--- src/rtl/kmeans_pkg.sv ---
// Shared definitions for the k-means iteration controller.
//   - kmeans_state_e : pass sequencer states
//   - IDX_W          : width of centroid index buses
//   - clog2()        : ceil(log2(v)), never less than 1 so it can size a bus
//   - Q32.32 format constants for the coordinate datapath
package kmeans_pkg;

  localparam int unsigned IDX_W       = 32;
  localparam int unsigned Q_INT_BITS  = 32;
  localparam int unsigned Q_FRAC_BITS = 32;

  typedef enum logic [2:0] {
    StIdle,
    StClear,
    StFeed,
    StAssign,
    StDivIssue,
    StDivWait,
    StDone
  } kmeans_state_e;

  function automatic int unsigned clog2(input int unsigned value);
    int unsigned res;
    res = 0;
    while ((64'd1 << res) < 64'(value)) res++;
    return (res == 0) ? 1 : res;
  endfunction

endpackage

--- src/rtl/kmeans_accum_bank.sv ---
// Per-cluster accumulators: sum_x, sum_y (mod 2^W) and point count.
// Ports:
//   clk_i, rst_ni          clock, async active-low reset
//   clr_i                  zero every accumulator (wins over add_i)
//   add_i, add_idx_i       add add_x_i/add_y_i into cluster add_idx_i, count += 1
//   rd_idx_i               cluster to read
//   rd_x_o, rd_y_o, rd_cnt_o  sums and count of cluster rd_idx_i
module kmeans_accum_bank
  import kmeans_pkg::*;
#(
  parameter int unsigned N_CLUSTERS = 3,
  parameter int unsigned W          = 64,
  parameter int unsigned CNT_W      = 4,
  parameter int unsigned SEL_W      = clog2(N_CLUSTERS)
) (
  input  logic             clk_i,
  input  logic             rst_ni,
  input  logic             clr_i,
  input  logic             add_i,
  input  logic [SEL_W-1:0] add_idx_i,
  input  logic [W-1:0]     add_x_i,
  input  logic [W-1:0]     add_y_i,
  input  logic [SEL_W-1:0] rd_idx_i,
  output logic [W-1:0]     rd_x_o,
  output logic [W-1:0]     rd_y_o,
  output logic [CNT_W-1:0] rd_cnt_o
);

  logic [W-1:0]     sum_x_q [N_CLUSTERS];
  logic [W-1:0]     sum_x_d [N_CLUSTERS];
  logic [W-1:0]     sum_y_q [N_CLUSTERS];
  logic [W-1:0]     sum_y_d [N_CLUSTERS];
  logic [CNT_W-1:0] cnt_q   [N_CLUSTERS];
  logic [CNT_W-1:0] cnt_d   [N_CLUSTERS];

  // Index decode by comparison so a non-power-of-two K never indexes past the array.
  always_comb begin
    sum_x_d = sum_x_q;
    sum_y_d = sum_y_q;
    cnt_d   = cnt_q;
    for (int c = 0; c < N_CLUSTERS; c++) begin
      if (clr_i) begin
        sum_x_d[c] = '0;
        sum_y_d[c] = '0;
        cnt_d[c]   = '0;
      end else if (add_i && (add_idx_i == SEL_W'(c))) begin
        sum_x_d[c] = sum_x_q[c] + add_x_i;
        sum_y_d[c] = sum_y_q[c] + add_y_i;
        cnt_d[c]   = cnt_q[c] + CNT_W'(1);
      end
    end
  end

  always_comb begin
    rd_x_o   = '0;
    rd_y_o   = '0;
    rd_cnt_o = '0;
    for (int c = 0; c < N_CLUSTERS; c++) begin
      if (rd_idx_i == SEL_W'(c)) begin
        rd_x_o   = sum_x_q[c];
        rd_y_o   = sum_y_q[c];
        rd_cnt_o = cnt_q[c];
      end
    end
  end

  always_ff @(posedge clk_i or negedge rst_ni) begin
    if (!rst_ni) begin
      for (int c = 0; c < N_CLUSTERS; c++) begin
        sum_x_q[c] <= '0;
        sum_y_q[c] <= '0;
        cnt_q[c]   <= '0;
      end
    end else begin
      sum_x_q <= sum_x_d;
      sum_y_q <= sum_y_d;
      cnt_q   <= cnt_d;
    end
  end

endmodule

--- src/rtl/kmeans_iter_ctrl.sv ---
// Sequences one k-means update pass: stream N_POINTS points through the external
// assignment datapath, accumulate per-cluster sums/counts, divide each non-empty
// cluster through the shared divider and write the new centroids back.
// Ports: clk/reset_n; io_start/io_busy/io_done/io_err host control; io_pt_* point
// stream; io_asg_* assignment datapath; io_div_* divider; io_cent_* centroid store
// writes; io_empty_mask clusters with no points this pass.
// Optional feature, macro KMEANS_CHANGE_CNT_EN: per-point previous-assignment RAM
// and the io_changed output (points whose assignment moved since the last pass).
module kmeans_iter_ctrl
  import kmeans_pkg::*;
#(
  parameter int unsigned N_CLUSTERS = 3,
  parameter int unsigned N_POINTS   = 10,
  parameter int unsigned W          = 64,
  parameter int unsigned CNT_W      = clog2(N_POINTS + 1)
) (
  input  logic                  clk,
  input  logic                  reset_n,
  input  logic                  io_start,
  output logic                  io_busy,
  output logic                  io_done,
  output logic                  io_err,
  input  logic                  io_pt_valid,
  output logic                  io_pt_ready,
  input  logic [W-1:0]          io_pt_x,
  input  logic [W-1:0]          io_pt_y,
  output logic                  io_asg_req_valid,
  input  logic                  io_asg_req_ready,
  output logic [W-1:0]          io_asg_x,
  output logic [W-1:0]          io_asg_y,
  input  logic                  io_asg_rsp_valid,
  input  logic [IDX_W-1:0]      io_asg_rsp_idx,
  output logic                  io_div_req_valid,
  input  logic                  io_div_req_ready,
  output logic [W-1:0]          io_div_num_x,
  output logic [W-1:0]          io_div_num_y,
  output logic [W-1:0]          io_div_den,
  input  logic                  io_div_rsp_valid,
  input  logic [W-1:0]          io_div_rsp_x,
  input  logic [W-1:0]          io_div_rsp_y,
  output logic                  io_cent_we,
  output logic [IDX_W-1:0]      io_cent_idx,
  output logic [W-1:0]          io_cent_x,
  output logic [W-1:0]          io_cent_y,
`ifdef KMEANS_CHANGE_CNT_EN
  output logic [CNT_W-1:0]      io_changed,
`endif
  output logic [N_CLUSTERS-1:0] io_empty_mask
);

  localparam int unsigned SEL_W = clog2(N_CLUSTERS);
  localparam logic [SEL_W-1:0] LastC = SEL_W'(N_CLUSTERS - 1);
  localparam logic [CNT_W-1:0] LastP = CNT_W'(N_POINTS - 1);

  kmeans_state_e         state_q, state_d;
  logic [W-1:0]          pt_x_q, pt_x_d, pt_y_q, pt_y_d;
  logic                  sent_q, sent_d;  // assignment request accepted, awaiting rsp
  logic [CNT_W-1:0]      pcnt_q, pcnt_d;
  logic [SEL_W-1:0]      c_q, c_d;
  logic                  err_q, err_d;
  logic [N_CLUSTERS-1:0] empty_q, empty_d;

  logic             acc_clr, acc_add;
  logic [W-1:0]     rd_x, rd_y;
  logic [CNT_W-1:0] rd_cnt;
  logic             idx_ok, asg_rsp_fire;

  assign idx_ok       = io_asg_rsp_idx < IDX_W'(N_CLUSTERS);
  // Responses only count while a request is outstanding; anything else is stray.
  assign asg_rsp_fire = (state_q == StAssign) && sent_q && io_asg_rsp_valid;

  assign io_busy       = (state_q != StIdle);
  assign io_err        = err_q;
  assign io_empty_mask = empty_q;

  kmeans_accum_bank #(
    .N_CLUSTERS(N_CLUSTERS),
    .W         (W),
    .CNT_W     (CNT_W),
    .SEL_W     (SEL_W)
  ) u_accum (
    .clk_i    (clk),
    .rst_ni   (reset_n),
    .clr_i    (acc_clr),
    .add_i    (acc_add),
    .add_idx_i(io_asg_rsp_idx[SEL_W-1:0]),
    .add_x_i  (pt_x_q),
    .add_y_i  (pt_y_q),
    .rd_idx_i (c_q),
    .rd_x_o   (rd_x),
    .rd_y_o   (rd_y),
    .rd_cnt_o (rd_cnt)
  );

  always_comb begin
    state_d          = state_q;
    pt_x_d           = pt_x_q;
    pt_y_d           = pt_y_q;
    sent_d           = sent_q;
    pcnt_d           = pcnt_q;
    c_d              = c_q;
    err_d            = err_q;
    empty_d          = empty_q;
    acc_clr          = 1'b0;
    acc_add          = 1'b0;
    io_done          = 1'b0;
    io_pt_ready      = 1'b0;
    io_asg_req_valid = 1'b0;
    io_asg_x         = '0;
    io_asg_y         = '0;
    io_div_req_valid = 1'b0;
    io_div_num_x     = '0;
    io_div_num_y     = '0;
    io_div_den       = '0;
    io_cent_we       = 1'b0;
    io_cent_idx      = '0;
    io_cent_x        = '0;
    io_cent_y        = '0;
    unique case (state_q)
      StIdle: begin
        if (io_start) state_d = StClear;
      end
      StClear: begin
        acc_clr = 1'b1;
        err_d   = 1'b0;
        empty_d = '0;
        pcnt_d  = '0;
        state_d = StFeed;
      end
      StFeed: begin
        io_pt_ready = 1'b1;
        if (io_pt_valid) begin
          pt_x_d  = io_pt_x;
          pt_y_d  = io_pt_y;
          sent_d  = 1'b0;
          state_d = StAssign;
        end
      end
      StAssign: begin
        if (!sent_q) begin
          io_asg_req_valid = 1'b1;
          io_asg_x         = pt_x_q;
          io_asg_y         = pt_y_q;
          if (io_asg_req_ready) sent_d = 1'b1;
        end else if (asg_rsp_fire) begin
          acc_add = idx_ok;
          if (!idx_ok) err_d = 1'b1;
          pcnt_d = pcnt_q + CNT_W'(1);
          if (pcnt_q == LastP) begin
            c_d     = '0;
            state_d = StDivIssue;
          end else begin
            state_d = StFeed;
          end
        end
      end
      StDivIssue: begin
        if (rd_cnt == '0) begin
          for (int c = 0; c < N_CLUSTERS; c++) begin
            if (c_q == SEL_W'(c)) empty_d[c] = 1'b1;
          end
          if (c_q == LastC) state_d = StDone;
          else c_d = c_q + SEL_W'(1);
        end else begin
          io_div_req_valid = 1'b1;
          io_div_num_x     = rd_x;
          io_div_num_y     = rd_y;
          io_div_den       = W'(rd_cnt);
          if (io_div_req_ready) state_d = StDivWait;
        end
      end
      StDivWait: begin
        if (io_div_rsp_valid) begin
          io_cent_we  = 1'b1;
          io_cent_idx = IDX_W'(c_q);
          io_cent_x   = io_div_rsp_x;
          io_cent_y   = io_div_rsp_y;
          if (c_q == LastC) begin
            state_d = StDone;
          end else begin
            c_d     = c_q + SEL_W'(1);
            state_d = StDivIssue;
          end
        end
      end
      StDone: begin
        io_done = 1'b1;
        state_d = StIdle;
      end
      default: state_d = StIdle;
    endcase
  end

  always_ff @(posedge clk or negedge reset_n) begin
    if (!reset_n) begin
      state_q <= StIdle;
      pt_x_q  <= '0;
      pt_y_q  <= '0;
      sent_q  <= 1'b0;
      pcnt_q  <= '0;
      c_q     <= '0;
      err_q   <= 1'b0;
      empty_q <= '0;
    end else begin
      state_q <= state_d;
      pt_x_q  <= pt_x_d;
      pt_y_q  <= pt_y_d;
      sent_q  <= sent_d;
      pcnt_q  <= pcnt_d;
      c_q     <= c_d;
      err_q   <= err_d;
      empty_q <= empty_d;
    end
  end

`ifdef KMEANS_CHANGE_CNT_EN
  logic [SEL_W-1:0]    prev_q [N_POINTS];
  logic [SEL_W-1:0]    prev_d [N_POINTS];
  logic [N_POINTS-1:0] prev_vld_q, prev_vld_d;
  logic [CNT_W-1:0]    changed_q, changed_d;

  assign io_changed = changed_q;

  // A point with no recorded assignment or a dropped index always counts as moved.
  always_comb begin
    prev_d     = prev_q;
    prev_vld_d = prev_vld_q;
    changed_d  = changed_q;
    if (state_q == StClear) changed_d = '0;
    if (asg_rsp_fire) begin
      for (int p = 0; p < N_POINTS; p++) begin
        if (pcnt_q == CNT_W'(p)) begin
          if (!idx_ok || !prev_vld_q[p] || (prev_q[p] != io_asg_rsp_idx[SEL_W-1:0])) begin
            changed_d = changed_q + CNT_W'(1);
          end
          if (idx_ok) begin
            prev_d[p]     = io_asg_rsp_idx[SEL_W-1:0];
            prev_vld_d[p] = 1'b1;
          end
        end
      end
    end
  end

  always_ff @(posedge clk or negedge reset_n) begin
    if (!reset_n) begin
      for (int p = 0; p < N_POINTS; p++) prev_q[p] <= '0;
      prev_vld_q <= '0;
      changed_q  <= '0;
    end else begin
      prev_q     <= prev_d;
      prev_vld_q <= prev_vld_d;
      changed_q  <= changed_d;
    end
  end
`endif

endmodule

--- config.mk ---
export PLATFORM = sky130hd
export DESIGN_NAME = kmeans_iter_ctrl
export DESIGN_NICKNAME = d
export VERILOG_FILES = /design/src/rtl/kmeans_pkg.sv /design/src/rtl/kmeans_accum_bank.sv /design/src/rtl/kmeans_iter_ctrl.sv
export SDC_FILE = /design/constraint.sdc
export NUM_CORES = 2
export LEC_CHECK = 0
export CORE_MARGIN = 8
export CORE_UTILIZATION = 25
export DETAILED_ROUTE_END_ITERATION = 10
export DONT_BUFFER_PORTS = 1
export GPL_TIMING_DRIVEN = 1
export SLEW_MARGIN = 20
export SYNTH_ARGS = -nofsm -noshare
export SYNTH_HDL_FRONTEND = slang
export SYNTH_HIERARCHICAL = 1
export SYNTH_SLANG_ARGS = --single-unit
--- constraint.sdc ---
create_clock -name clk -period 4.99 [get_ports clk]
set_clock_uncertainty 0.05 [all_clocks]
set_input_delay 0.499 -clock clk [delete_from_list [all_inputs] [get_ports clk]]
set_output_delay 0.499 -clock clk [all_outputs]
set_load 0.02 [all_outputs]
==> key figures <==
Timing
  • RSZ-0062 raised after global routing: false
  • Total Neg Setup Slack: 0 ns
  • Slew Viols, Final: 0
  • Tmin final: 4.635 ns
  • Actual slew at the worst max-slew pin: roughly 1.3 ns
  • Final setup violating endpoints: 0
  • Slew Limit Headroom: between 10 and 15%
  • Hold Fails Final Rpt: 0
  • Part of the cycle the worst path needs: 92.88%
  • Fmax: about 220 MHz

Floorplan
  • Initial core utilization: 25.04%
  • Die ar.: 208,800 µm²
  • Core area: ~190,000 µm²
  • Row Count: 162
  • Die X: 457.0 µm
  • # IOs: roughly 790
  • Die Ht: roughly 460 µm

Drt
  • DRT iter0 DRCs: about 4,100
  • Remaining antenna violation count: 0
  • M1 WL: around 84,000 µm
  • Final wirelength: 210,800 µm
  • Post-DR vias/cell: 5.279
  • DR top layer: met5
  • Wire per inst: 24.70 µm
  • Vias: 45,050
  • DRC violations left: 0
  • Detailed Routing Iterations Pass 1: 5
  • Met2 routed WL: 101,000 µm
  • Met3 routed WL: 13,670 µm

Clocking
  • Postcts setup bufs: 0
  • CTS tree: done
  • Clock sink count: 538
  • CTS clock-pin slew for the worst setup and hold paths: roughly 0.060 ns
  • CTS buffer count: 73
  • H-tree levels: 3
  • Worst-skew pair later-pin latency: 0.72 ns
  • Worst-case clock buffer depth: 3
  • Clk root buf: clkbuf_16

Synth
  • Area contributors post-synth: dfrtp_1 28%, ha_1 9.9%, nand2_1 7.1%, a21oi_1 7.0%, and2_1 5.3%
  • Most frequent cell after synthesis: nand2_1
  • Synth area leader: dfrtp_1
  • Register bit total from synthesis: 538
  • Synthesized cell area: 48,620 µm²
  • Most common library cells after synthesis: 920 x nand2_1, 681 x a21oi_1, 538 x dfrtp_1
  • Synth Area per Inst: 8.119 µm²
  • Mapped Cells: 5,988
  • Synth warn: 6
  • Seq/Total Area, Yosys: ~28%
  • Post-synth ARST share: 100.0%
  • Post-synth cell types: 107
  • Ys flop type: dfrtp_1
  • Share of the synthesized area in the top cell type: 27.69%
  • Post-synth EDFFs: 0

Setup path
  • Req. time, crit path: around 5.5 ns
  • Crit-path max FO: 5
  • Crit path kind: reg2reg
  • CP arrival: 5.18 ns
  • Setup crit start kind: register
  • Worst setup EP type: register

Global routing
  • Remaining Overflow, GRT: 0
  • First-pass GRT wire length: approximately 300,000 µm
  • Number of global-route vias before repair: 43,240
  • Antenna violations before repair: 55
  • Gr usage total: 19.03%
  • Largest net degree at the start of global routing: between 500 and 600

Cells and area
  • Post-synthesis to final-layout area growth: 13.20%
  • Layout fillers: 20,620
  • Layout cells sized above 1: 6.565%
  • Fin area: 55,030 µm²
  • Layout Nets: 6,601

Pwr
  • Leakage power: about 25 nW
  • Power, Total: 23.82 mW
  • VDD IR-drop max: approximately 0.4 mV
  • Pwr dens: 432.9 nW/µm²

Outcome
  • Status: complete, no violations

Flow run
  • Max cap viols: 0

Placement
  • Buffers on Ports: 0
  • GPL Wtd Cong: approximately 0.94
  • HPWL Detailed: 161,300 µm
  • Placed Area: 50,690 µm²

Hold path
  • Worst hold path type: in2reg
path summary, 6_finish.rpt:
check | cells past startpoint | slack (ns) | to | startpoint
worst min register to register | 2 | 0.46 | u_accum/sum_y_q[120]$_DFFE_PN0P_ | u_accum/sum_y_q[120]$_DFFE_PN0P_
max in group asynchronous | 4 | 2.26 | u_accum/sum_y_q[101]$_DFFE_PN0P_ | reset_n
worst min-delay path | 3 | 0.08 | state_q[0]$_DFFE_PN0P_ | io_div_rsp_valid
worst max-delay path | 15 | 0.36 | u_accum/sum_y_q[182]$_DFFE_PN0P_ | pt_y_q[0]$_DFFE_PN0P_
worst max register to register | 15 | 0.36 | u_accum/sum_y_q[182]$_DFFE_PN0P_ | pt_y_q[0]$_DFFE_PN0P_
min in group asynchronous | 1 | 0.17 | pt_x_q[41]$_DFFE_PN0P_ | reset_n
worst max-delay path: stages (launching register included):
cell,delay (ns)
dfrtp_1,0.42
ha_1,0.23
inv_1,0.06
fa_1,0.38
nand2b_1,0.20
a21oi_1,0.22
o211ai_1,0.19
a211oi_2,0.39
o211ai_2,0.27
o41ai_2,0.53
a21oi_1,0.23
o31ai_1,0.68
a21o_1,0.23
a21oi_1,0.09
xnor2_1,0.14
a22o_1,0.20
cells by family (layout without fill, tap and decap cells):
| logic type | count (synthesis) | count (layout) | synth area share [%] |
|---|---|---|---|
| fa+ha+maj | 392 | 392 | 10.18 |
| simple gates | 2088 | 2088 | 20.82 |
| buf+inv | 556 | 450 | 5.484 |
| compound gates | 1804 | 1804 | 23.12 |
| xor+xnor | 339 | 339 | 6.107 |
| flops | 538 | 538 | 27.69 |
| mux | 270 | 270 | 6.583 |
| other cells | 1 | 111 | 0.007713 |
through the flow:
stage                     cells  setup slack (ns)  hold slack (ns)  utilization (%)
after floorplan            6077             1.357           0.1534                -
after global placement     8239            0.3077           0.1896            26.10
after detailed placement   8240            0.4295           0.1906            26.11
final                      8534            0.3551          0.07718            28.34
after global routing       8525            0.1122          0.09052            28.33
after CTS                  8507            0.3994          -0.5766            28.24
flip-flops by register name, indices dropped and copies added, names as in the netlist:
register / count
io_err: 1
pt_y_q: 64
pt_x_q: 64
state_q: 3
u_accum/sum_y_q: 192
u_accum/cnt_q: 12
c_q: 2
pcnt_q: 4
io_empty_mask: 3
sent_q: 1
u_accum/sum_x_q: 192
metal layers:
layer  GRT usage, %  up-vias
met4          9.900        4
met1          22.68    22000
met2          32.59     1705
met3          3.551      340
li1               -    21000
met5              0        -
cell usage in the layout (no fill, tap or decap), types with 16 or more instances in the layout:
master / netlist / layout
o21a_1: 44 / 44
or3_1: 21 / 21
a211oi_1: 52 / 52
o21ai_0: 393 / 393
ha_1: 386 / 386
clkbuf_16: 0 / 73
a21oi_1: 681 / 681
xor2_1: 135 / 135
xnor2_1: 204 / 204
dfrtp_1: 538 / 536
and3_1: 46 / 45
mux2_2: 17 / 17
nand4_1: 95 / 95
buf_12: 11 / 16
nor4_1: 29 / 29
and2_1: 412 / 412
o31ai_1: 29 / 28
clkbuf_8: 0 / 18
a21o_1: 245 / 245
inv_1: 105 / 104
diode_2: 0 / 21
nor3_1: 51 / 51
dlygate4sd3_1: 0 / 135
o211ai_1: 20 / 20
conb_1: 1 / 90
mux2_4: 90 / 90
nand2_1: 920 / 919
buf_4: 92 / 55
a31oi_1: 46 / 46
a22o_1: 40 / 40
o21bai_1: 62 / 62
nand3_1: 105 / 105
nor2b_1: 44 / 43
nand2b_1: 42 / 42
nor2_1: 250 / 243
mux2i_1: 142 / 142
mux2_1: 21 / 21
timing repair:
item | 4_1_cts | 5_1_grt
hold buffers | 134 | 1
endpoints found under the hold margin | 671 | 141
endpoints found under the setup margin | 0 | 1
resized for setup | 0 | 1
power by group:
part           switching (mW)  total, mW  internal (mW)
clock network            2.36       6.14           3.78
registers                1.51       6.43           4.92
logic                    7.27       11.2           3.97
total                    11.1       23.8           12.7
final cells by class:
| type | instances | area (µm²) | share of cell area (%) |
|---|---|---|---|
| diodes | 21 | 52.55 | 0.09549 |
| clock buffers | 100 | 2108 | 3.831 |
| clock inverters | 33 | 684.4 | 1.244 |
| inverters | 106 | 405.4 | 0.7366 |
| multi-input cells | 4983 | 32910 | 59.80 |
| flip-flops and latches | 538 | 13470 | 24.48 |
| well taps | 2542 | 3181 | 5.779 |
| repair buffers | 211 | 2222 | 4.038 |
No activity file was read; power rests on OpenSTA's default activity.
